File: src/rtl/shift_add_pkg.sv
// rtl/shift_add_pkg.sv - shared state encoding and defaults for the shift-and-add multiplier control
package shift_add_pkg;

  localparam int DEFAULT_WIDTH = 8;

  typedef enum logic [2:0] {
    IDLE,
    LOAD,
    ADD,
    SHIFT,
    DONE
  } state_t;

endpackage

File: src/rtl/shift_add_adder.sv
// rtl/shift_add_adder.sv - combinational ripple adder with carry-out, {cout,sum} = a + b
module shift_add_adder #(
  parameter int WIDTH = 8
) (
  input  logic [WIDTH-1:0] a,
  input  logic [WIDTH-1:0] b,
  output logic [WIDTH-1:0] sum,
  output logic             cout
);

  logic [WIDTH:0] carry;

  always_comb begin
    sum      = '0;
    carry    = '0;
    carry[0] = 1'b0;
    for (int i = 0; i < WIDTH; i++) begin
      sum[i]       = a[i] ^ b[i] ^ carry[i];
      carry[i + 1] = (a[i] & b[i]) | (carry[i] & (a[i] ^ b[i]));
    end
    cout = carry[WIDTH];
  end

endmodule

File: src/rtl/shift_add_ctrl.sv
// rtl/shift_add_ctrl.sv - control and accumulator stage of the shift-and-add multiplier
// Optional DONE_HOLD_EN: done becomes a level held through IDLE until the next accepted start.
module shift_add_ctrl
  import shift_add_pkg::*;
#(
  parameter int WIDTH = DEFAULT_WIDTH,
  parameter int CNT_W = $clog2(WIDTH + 1)
) (
  input  logic             clk,
  input  logic             rst_n,
  input  logic             start,
  input  logic [WIDTH-1:0] multiplicand,
  input  logic             q0,
  output logic             q_load,
  output logic             q_en,
  output logic             q_sin,
  output logic [WIDTH-1:0] acc,
  output logic             busy,
  output logic             done
);

  state_t           state_q, state_d;
  logic [WIDTH-1:0] a_q, b_q;
  logic             e_q;
  logic [CNT_W-1:0] cnt_q;
  logic [WIDTH-1:0] sum;
  logic             sum_cout;
  logic             last_shift;

  assign last_shift = (cnt_q == CNT_W'(1));

  shift_add_adder #(.WIDTH(WIDTH)) u_adder (
    .a    (a_q),
    .b    (b_q),
    .sum  (sum),
    .cout (sum_cout)
  );

  always_ff @(posedge clk or negedge rst_n) begin
    if (!rst_n) state_q <= IDLE;
    else        state_q <= state_d;
  end

  // Outputs depend only on state_q: the shift register gates its clock with q_en.
  always_comb begin
    state_d = state_q;
    q_load  = 1'b0;
    q_en    = 1'b0;
    busy    = 1'b0;
    case (state_q)
      IDLE:  if (start) state_d = LOAD;
      LOAD: begin
        q_load  = 1'b1;
        q_en    = 1'b1;
        busy    = 1'b1;
        state_d = ADD;
      end
      ADD: begin
        busy    = 1'b1;
        state_d = SHIFT;
      end
      SHIFT: begin
        q_en    = 1'b1;
        busy    = 1'b1;
        state_d = last_shift ? DONE : ADD;
      end
      DONE:    state_d = IDLE;
      default: state_d = IDLE;
    endcase
  end

  always_ff @(posedge clk or negedge rst_n) begin
    if (!rst_n) begin
      a_q   <= '0;
      e_q   <= 1'b0;
      b_q   <= '0;
      cnt_q <= '0;
    end else begin
      case (state_q)
        IDLE: if (start) begin
          b_q   <= multiplicand;
          a_q   <= '0;
          e_q   <= 1'b0;
          cnt_q <= CNT_W'(WIDTH);
        end
        ADD: if (q0) {e_q, a_q} <= {sum_cout, sum};
        SHIFT: begin
          a_q   <= {e_q, a_q[WIDTH-1:1]};
          e_q   <= 1'b0;
          cnt_q <= cnt_q - CNT_W'(1);
        end
        default: ;
      endcase
    end
  end

`ifdef DONE_HOLD_EN
  logic done_q;

  always_ff @(posedge clk or negedge rst_n) begin
    if (!rst_n)                                done_q <= 1'b0;
    else if (state_q == IDLE && start)         done_q <= 1'b0;
    else if (state_q == SHIFT && last_shift)   done_q <= 1'b1;
  end

  assign done = done_q;
`else
  assign done = (state_q == DONE);
`endif

  assign acc   = a_q;
  assign q_sin = a_q[0];

endmodule

File: config.mk
export PLATFORM = sky130hd
export DESIGN_NAME = shift_add_ctrl
export DESIGN_NICKNAME = d
export VERILOG_FILES = /design/src/rtl/shift_add_pkg.sv /design/src/rtl/shift_add_adder.sv /design/src/rtl/shift_add_ctrl.sv
export SDC_FILE = /design/constraint.sdc
export NUM_CORES = 1
export LEC_CHECK = 0
export BUFFER_PORTS_ARGS = -buffer_cell sky130_fd_sc_hd__buf_2
export CORE_MARGIN = 8
export CORE_UTILIZATION = 40
export CTS_BUF_LIST = sky130_fd_sc_hd__clkbuf_8
export DETAILED_ROUTE_END_ITERATION = 8
export GPL_TIMING_DRIVEN = 0
export SLEW_MARGIN = 20
export SYNTH_ARGS = -nofsm -noshare
export SYNTH_HDL_FRONTEND = slang
export SYNTH_HIERARCHICAL = 1
export SYNTH_SLANG_ARGS = --single-unit
File: constraint.sdc
create_clock -name clk -period 5.9 [get_ports clk]
set_input_delay 0.59 -clock clk [delete_from_list [all_inputs] [get_ports clk]]
set_output_delay 0.59 -clock clk [all_outputs]
set_load 0.05 [all_outputs]
# Word-level counts from Yosys, hierarchy flattened
# Index checks and enable logic that the tools add are counted.
dict set report word_totals {
  regBits 24
  latchBits 0
  ram_bits 0
  romBits 0
  wordCells 72
  n_memories 0
}
dict set report op_classes {
  addsub 1
  n_mul 0
  div_mod_pow 0
  n_lt_le_gt_ge 0
  eq_ne 7
  n_shift 0
  mux 14
  bitwise 37
  n_reduce_logical 8
}
# operator n
set ops {}
lappend ops {{case mux 8 bit (3 select lines)} 1}
lappend ops {{2-to-1 mux 8 bit} 2}
lappend ops {{AND 1 bit} 15}
lappend ops {{bitwise XOR 1 bit} 15}
lappend ops {{case mux 3 bit (4 select lines)} 1}
lappend ops {{case mux 4 bit (2 select lines)} 1}
lappend ops {{OR 1 bit} 7}
lappend ops {{== test 3 x 2 -> 1 bit (second input constant)} 2}
lappend ops {{2-to-1 mux 3 bit} 2}
lappend ops {{2-to-1 mux 1 bit} 5}
lappend ops {{== test 4 x 1 -> 1 bit (second input constant)} 1}
lappend ops {{2-to-1 mux 4 bit} 1}
lappend ops {{inequality test 2 bit (second input constant)} 2}
lappend ops {{AND reduction 2 bit} 2}
lappend ops {{subtractor 4 x 1 -> 4 bit (second input constant)} 1}
lappend ops {{== test 3 x 1 -> 1 bit (second input constant)} 1}
lappend ops {{== test 3 bit (second input constant)} 1}
lappend ops {{zero test 3 bit} 1}
lappend ops {{case mux 1 bit (3 select lines)} 1}
lappend ops {{AND reduction 3 bit} 1}
lappend ops {{nonzero test 3 bit} 1}
lappend ops {{OR reduction 3 bit} 1}
lappend ops {{nonzero test 2 bit} 1}
lappend ops {{OR reduction 2 bit} 1}

# Logic depth before layout (Yosys ltp)
dict set report depth {
  ltp_word 17
  ltp_mapped 14
  depth_no_buf 14
}

# Modules after synthesis
# Netlist, hierarchy kept.
# mod n_inst cells_each area_each_um2 seq_area_each_um2
set modules_own_cells {}
lappend modules_own_cells {shift_add_ctrl 1 108 1149.9 600.6}
lappend modules_own_cells {shift_add_adder 1 18 190.2 0.0}

# Least setup slack after synthesis
# OpenSTA, ideal clock, no wires.
dict set report synth_path {
  path_kind {register to register}
  from {register a_q[0] (netlist: acc[0])}
  to {register a_q[7] (netlist: acc[7])}
  setup_ps 67
  t_arrival_ps 3702
  required_ps 5833
  path_slack_ps 2132
  path_stages_with_launch 15
  path_buffers 0
  synth_period_minus_slack_ps 3768
  path_cell_list {dfrtp_1 ha_1 inv_1 fa_1 inv_1 fa_1 fa_1 fa_1 fa_1 fa_1 inv_1 fa_1 inv_1 a22o_1 mux2_2}
}
dict set report synth_between {
  elab_chain_len 16
}
# element line_no
set synth_lines {}
lappend synth_lines {{from (decl)} shift_add_ctrl.sv:23} ;# logic [WIDTH-1:0] a_q, b_q;
lappend synth_lines {{from (signal assigned)} shift_add_ctrl.sv:86} ;# ADD: if (q0) {e_q, a_q} <= {sum_cout, sum};
lappend synth_lines {{from (signal assigned)} shift_add_ctrl.sv:88} ;# a_q <= {e_q, a_q[WIDTH-1:1]};
lappend synth_lines {{AND 1 bit (2 in series)} shift_add_adder.sv:19} ;# carry[i + 1] = (a[i] & b[i]) | (carry[i] & (a[i] ^ b[i]));
lappend synth_lines {{OR 1 bit} shift_add_adder.sv:19}
lappend synth_lines {{AND 1 bit} shift_add_adder.sv:19}
lappend synth_lines {{OR 1 bit} shift_add_adder.sv:19}
lappend synth_lines {{AND 1 bit} shift_add_adder.sv:19}
lappend synth_lines {{OR 1 bit} shift_add_adder.sv:19}
lappend synth_lines {{AND 1 bit} shift_add_adder.sv:19}
lappend synth_lines {{OR 1 bit} shift_add_adder.sv:19}
lappend synth_lines {{AND 1 bit} shift_add_adder.sv:19}
lappend synth_lines {{OR 1 bit} shift_add_adder.sv:19}
lappend synth_lines {{AND 1 bit} shift_add_adder.sv:19}
lappend synth_lines {{OR 1 bit} shift_add_adder.sv:19}
lappend synth_lines {{bitwise XOR 1 bit} shift_add_adder.sv:18} ;# sum[i] = a[i] ^ b[i] ^ carry[i];
lappend synth_lines {{via sum[7]} shift_add_ctrl.sv:26} ;# logic [WIDTH-1:0] sum;
lappend synth_lines {{2-to-1 mux 8 bit} shift_add_ctrl.sv:86}
lappend synth_lines {{case mux 8 bit (3 select lines)} shift_add_ctrl.sv:79} ;# case (state_q)
# The timed path passes the listed nets, and every way through them passes these cells. The select of a mux whose other input is x is not followed.
# A chain may end at the register's enable or synchronous reset.

# Worst setup path after layout
# Same ends and word-level chain as after synthesis.

==> flow_summary.json <==
{
  "gp_congestion": 0.7077,
  "wirelength_um": 2687,
  "critPathKind": "reg2reg",
  "post-cts-setup-buffer-count": 0,
  "dieWidth_um": 73.88,
  "slowest_stage": "dfrtp_1",
  "synth_warnings": 6,
  "cts_hold_buffers": 0,
  "path_max_fanout": 4,
  "crit_path_max_incr_delay_ps": 410,
  "vias": 940,
  "grt_max_degree": 25,
  "synth_cell_type_count": 28,
  "numClockSinks": 24,
  "dp_cells": 196,
  "max_clock_freq_mhz": 274.2,
  "n_antenna_cell": 0,
  "arrival_ps": 3860,
  "dp_slack_ps": 2248,
  "slew_headroom_pct": 32.28,
  "synth_cells": 126,
  "required_ps": 6110,
  "grt-ovfl-total": 0,
  "drive_above_1_share_pct": 29.87,
  "grt_pass1_wl_um": 4657,
  "setup_viol": 0,
  "postCtsResizedCells": 0,
  "tns_ps": 0,
  "nets": 177,
  "yosys-top-cells-area": "dfrtp_1, fa_1, mux2_2, nand2_1, a22o_1",
  "startpoint_type": "register",
  "root_buffer": "clkbuf_8",
  "postLayoutSetupSlackWorst_ps": 2253,
  "final_cells": 200,
  "rsz0062_at_grt": "no",
  "synth-seq-cells": 24,
  "seq_area_frac_synth_pct": 44.82,
  "power_leakage_nw": 0.8115,
  "outcome": "completed",
  "htreeDepth": 1,
  "port_buffers": 24,
  "avgRoutedWirePerCell_um": 13.44,
  "groute.usage.overall_pct": 11.12,
  "area_delta_synth_final_pct": 18.58,
  "initial_core_util_pct": 40.80,
  "clk_path_buf_depth": 2,
  "via_per_inst": 4.700,
  "drv_slew": 0,
  "syn_area_sq_um": 1340,
  "drtIter0Drc": 31,
  "synth_top_area_cell": "dfrtp_1",
  "synth.top_cell.area_share_pct": 44.82,
  "grt_pass1_vias": 1001,
  "n_fill_cell": 324,
  "antenna_found_initial": 0,
  "core_sq_um": 3284,
  "fin_crit_ps": 3647,
  "maxCapViolations": 0,
  "io_pins": 25,
  "tightestPinTransition_ps": 1013,
  "drc_errors": 0,
  "ant_nets": 0,
  "synth.net_count": 148,
  "path_clk_slew_ps": 90,
  "cp-end-kind": "register",
  "cts_tree": "yes",
  "cts_buffers": 3,
  "die_height_um": 73.88,
  "die_area_sq_um": 5458,
  "crit_chain": "ha_1 > inv_1 > fa_1 > inv_1 > fa_1 > fa_1 > fa_1 > fa_1 > fa_1 > inv_1 > fa_1 > inv_1 > a22o_1 > mux2_2",
  "dp_hpwl_um": 2003,
  "cp_common_cell": "fa_1",
  "synth_area_per_cell_sq_um": 10.64,
  "p_total_w": 0.001068,
  "clk_latency_ps": 260,
  "skew_ps": 2.073,
  "core.rowCount": 21,
  "holdCritPathClass": "in2async",
  "peakVddDrop_mv": 0.1990,
  "period_share_pct": 61.81,
  "powerDensity_nw_per_um2": 672.4,
  "first_pass_iters": 4,
  "hold_violations": 0
}
## synthesized netlist by cell type
master	number
nor4_1	1
and3b_1	1
nor2_1	5
a21boi_0	1
o21ai_0	2
xnor2_1	1
nor3b_2	1
nor3_1	4
fa_1	7
inv_1	14
a22o_1	8
ha_1	3
buf_6	1
nor4b_2	1
buf_4	1
a21oi_1	1
mux2_2	9
nand2b_1	2
and2_1	1
mux2i_1	2
buf_2	3
dfrtp_1	24
or4b_4	1
o21ai_4	1
nand2_1	27
nand3_1	2
clkbuf_1	1
nand3b_1	1
## per-layer routing
| layer | vias up | wire [um] | GRT usage [%] |
|---|---|---|---|
| li1 | 467 | - | - |
| met1 | 456 | 1188 | 13.46 |
| met2 | 13 | 1354 | 18.31 |
| met3 | 4 | 113 | 2.456 |
| met4 | 0 | 30 | 4.878 |
| met5 | - | 0 | 0 |
## kinds of logic (layout without fill, tap and decap cells)
kind of cell    count (synthesis)  after routing  share of synthesized area, %
compound gates                 13             13                         8.124
buf+inv                        20             48                         6.722
fa+ha+maj                      10             10                         13.26
flops                          24             24                         44.82
xor+xnor                        1              1                        0.6537
mux                            11             11                         9.057
simple gates                   47             47                         17.37
## metrics by stage
step / cell area (sq um) / util, % / hold slack (ps)
after floorplan: 1340 / - / 294.4
after global placement: 1518 / 46.21 / 462.0
after detailed placement: 1518 / 46.21 / 472.2
after CTS: 1589 / 48.38 / 309.7
after global routing: 1589 / 48.38 / 336.7
final: 1589 / 48.38 / 297.3
## power breakdown
part / leakage, nW / switching [W] / internal, W / total (W)
registers: 0.296 / 0.0000652 / 0.000244 / 0.000309
clock network: 0.0357 / 0.0000530 / 0.0000906 / 0.000144
logic: 0.479 / 0.000363 / 0.000252 / 0.000615
## state kept, by name, summed over array words and instances (netlist names)
signal,cells
b_q,8
cnt_q,4
state_q,3
acc,8
e_q,1
## cell usage in the layout (no fill, tap or decap)
cell and n:
buf_6 1, nand3_1 2, nor2_1 5, a21boi_0 1, nor3_1 4, a22o_1 8
nor3b_2 1, nand3b_1 1, nand2_1 27, mux2i_1 2, and3b_1 1, dfrtp_1 24
nor4b_2 1, clkbuf_1 1, buf_4 1, inv_1 14, o21ai_4 1, bufinv_16 1
xnor2_1 1, nor4_1 1, o21ai_0 2, mux2_2 9, clkbuf_8 3, and2_1 1
a21oi_1 1, fa_1 7, nand2b_1 2, ha_1 3, buf_2 27, or4b_4 1
## cell type report
cell class | count | area, sq um | share of cell area, %
plain buffers | 6 | 37.54 | 2.362
clock buffers | 3 | 41.29 | 2.598
clock inverters | 1 | 30.03 | 1.890
inverters | 14 | 52.55 | 3.307
multi-input cells | 82 | 649.4 | 40.87
flip-flops and latches | 24 | 600.6 | 37.80
well taps | 46 | 57.56 | 3.622
repair buffers | 24 | 120.1 | 7.559
## critical path: cells and delay by family (launching register included)
family                   cells  cell delay [ps]
AO/OA/AOI/OAI                1              120
adder cells (fa/ha/maj)      8             2660
buffers and inverters        4              250
flip-flops                   1              410
multiplexers                 1              140
## final timing paths
path                       slack (ps)  startpoint  cells after the start     end
min in group clk                  490      b_q[0]                      2  b_q[0]
setup / recovery                 2250      acc[0]                     14  acc[7]
max in group asynchronous        5240       rst_n                      1  acc[1]
hold / removal                    300       rst_n                      1  acc[0]
setup reg to reg                 2250      acc[0]                     14  acc[7]
hold reg to reg                   490      b_q[0]                      2  b_q[0]
Power figures use the tool's default switching activity.
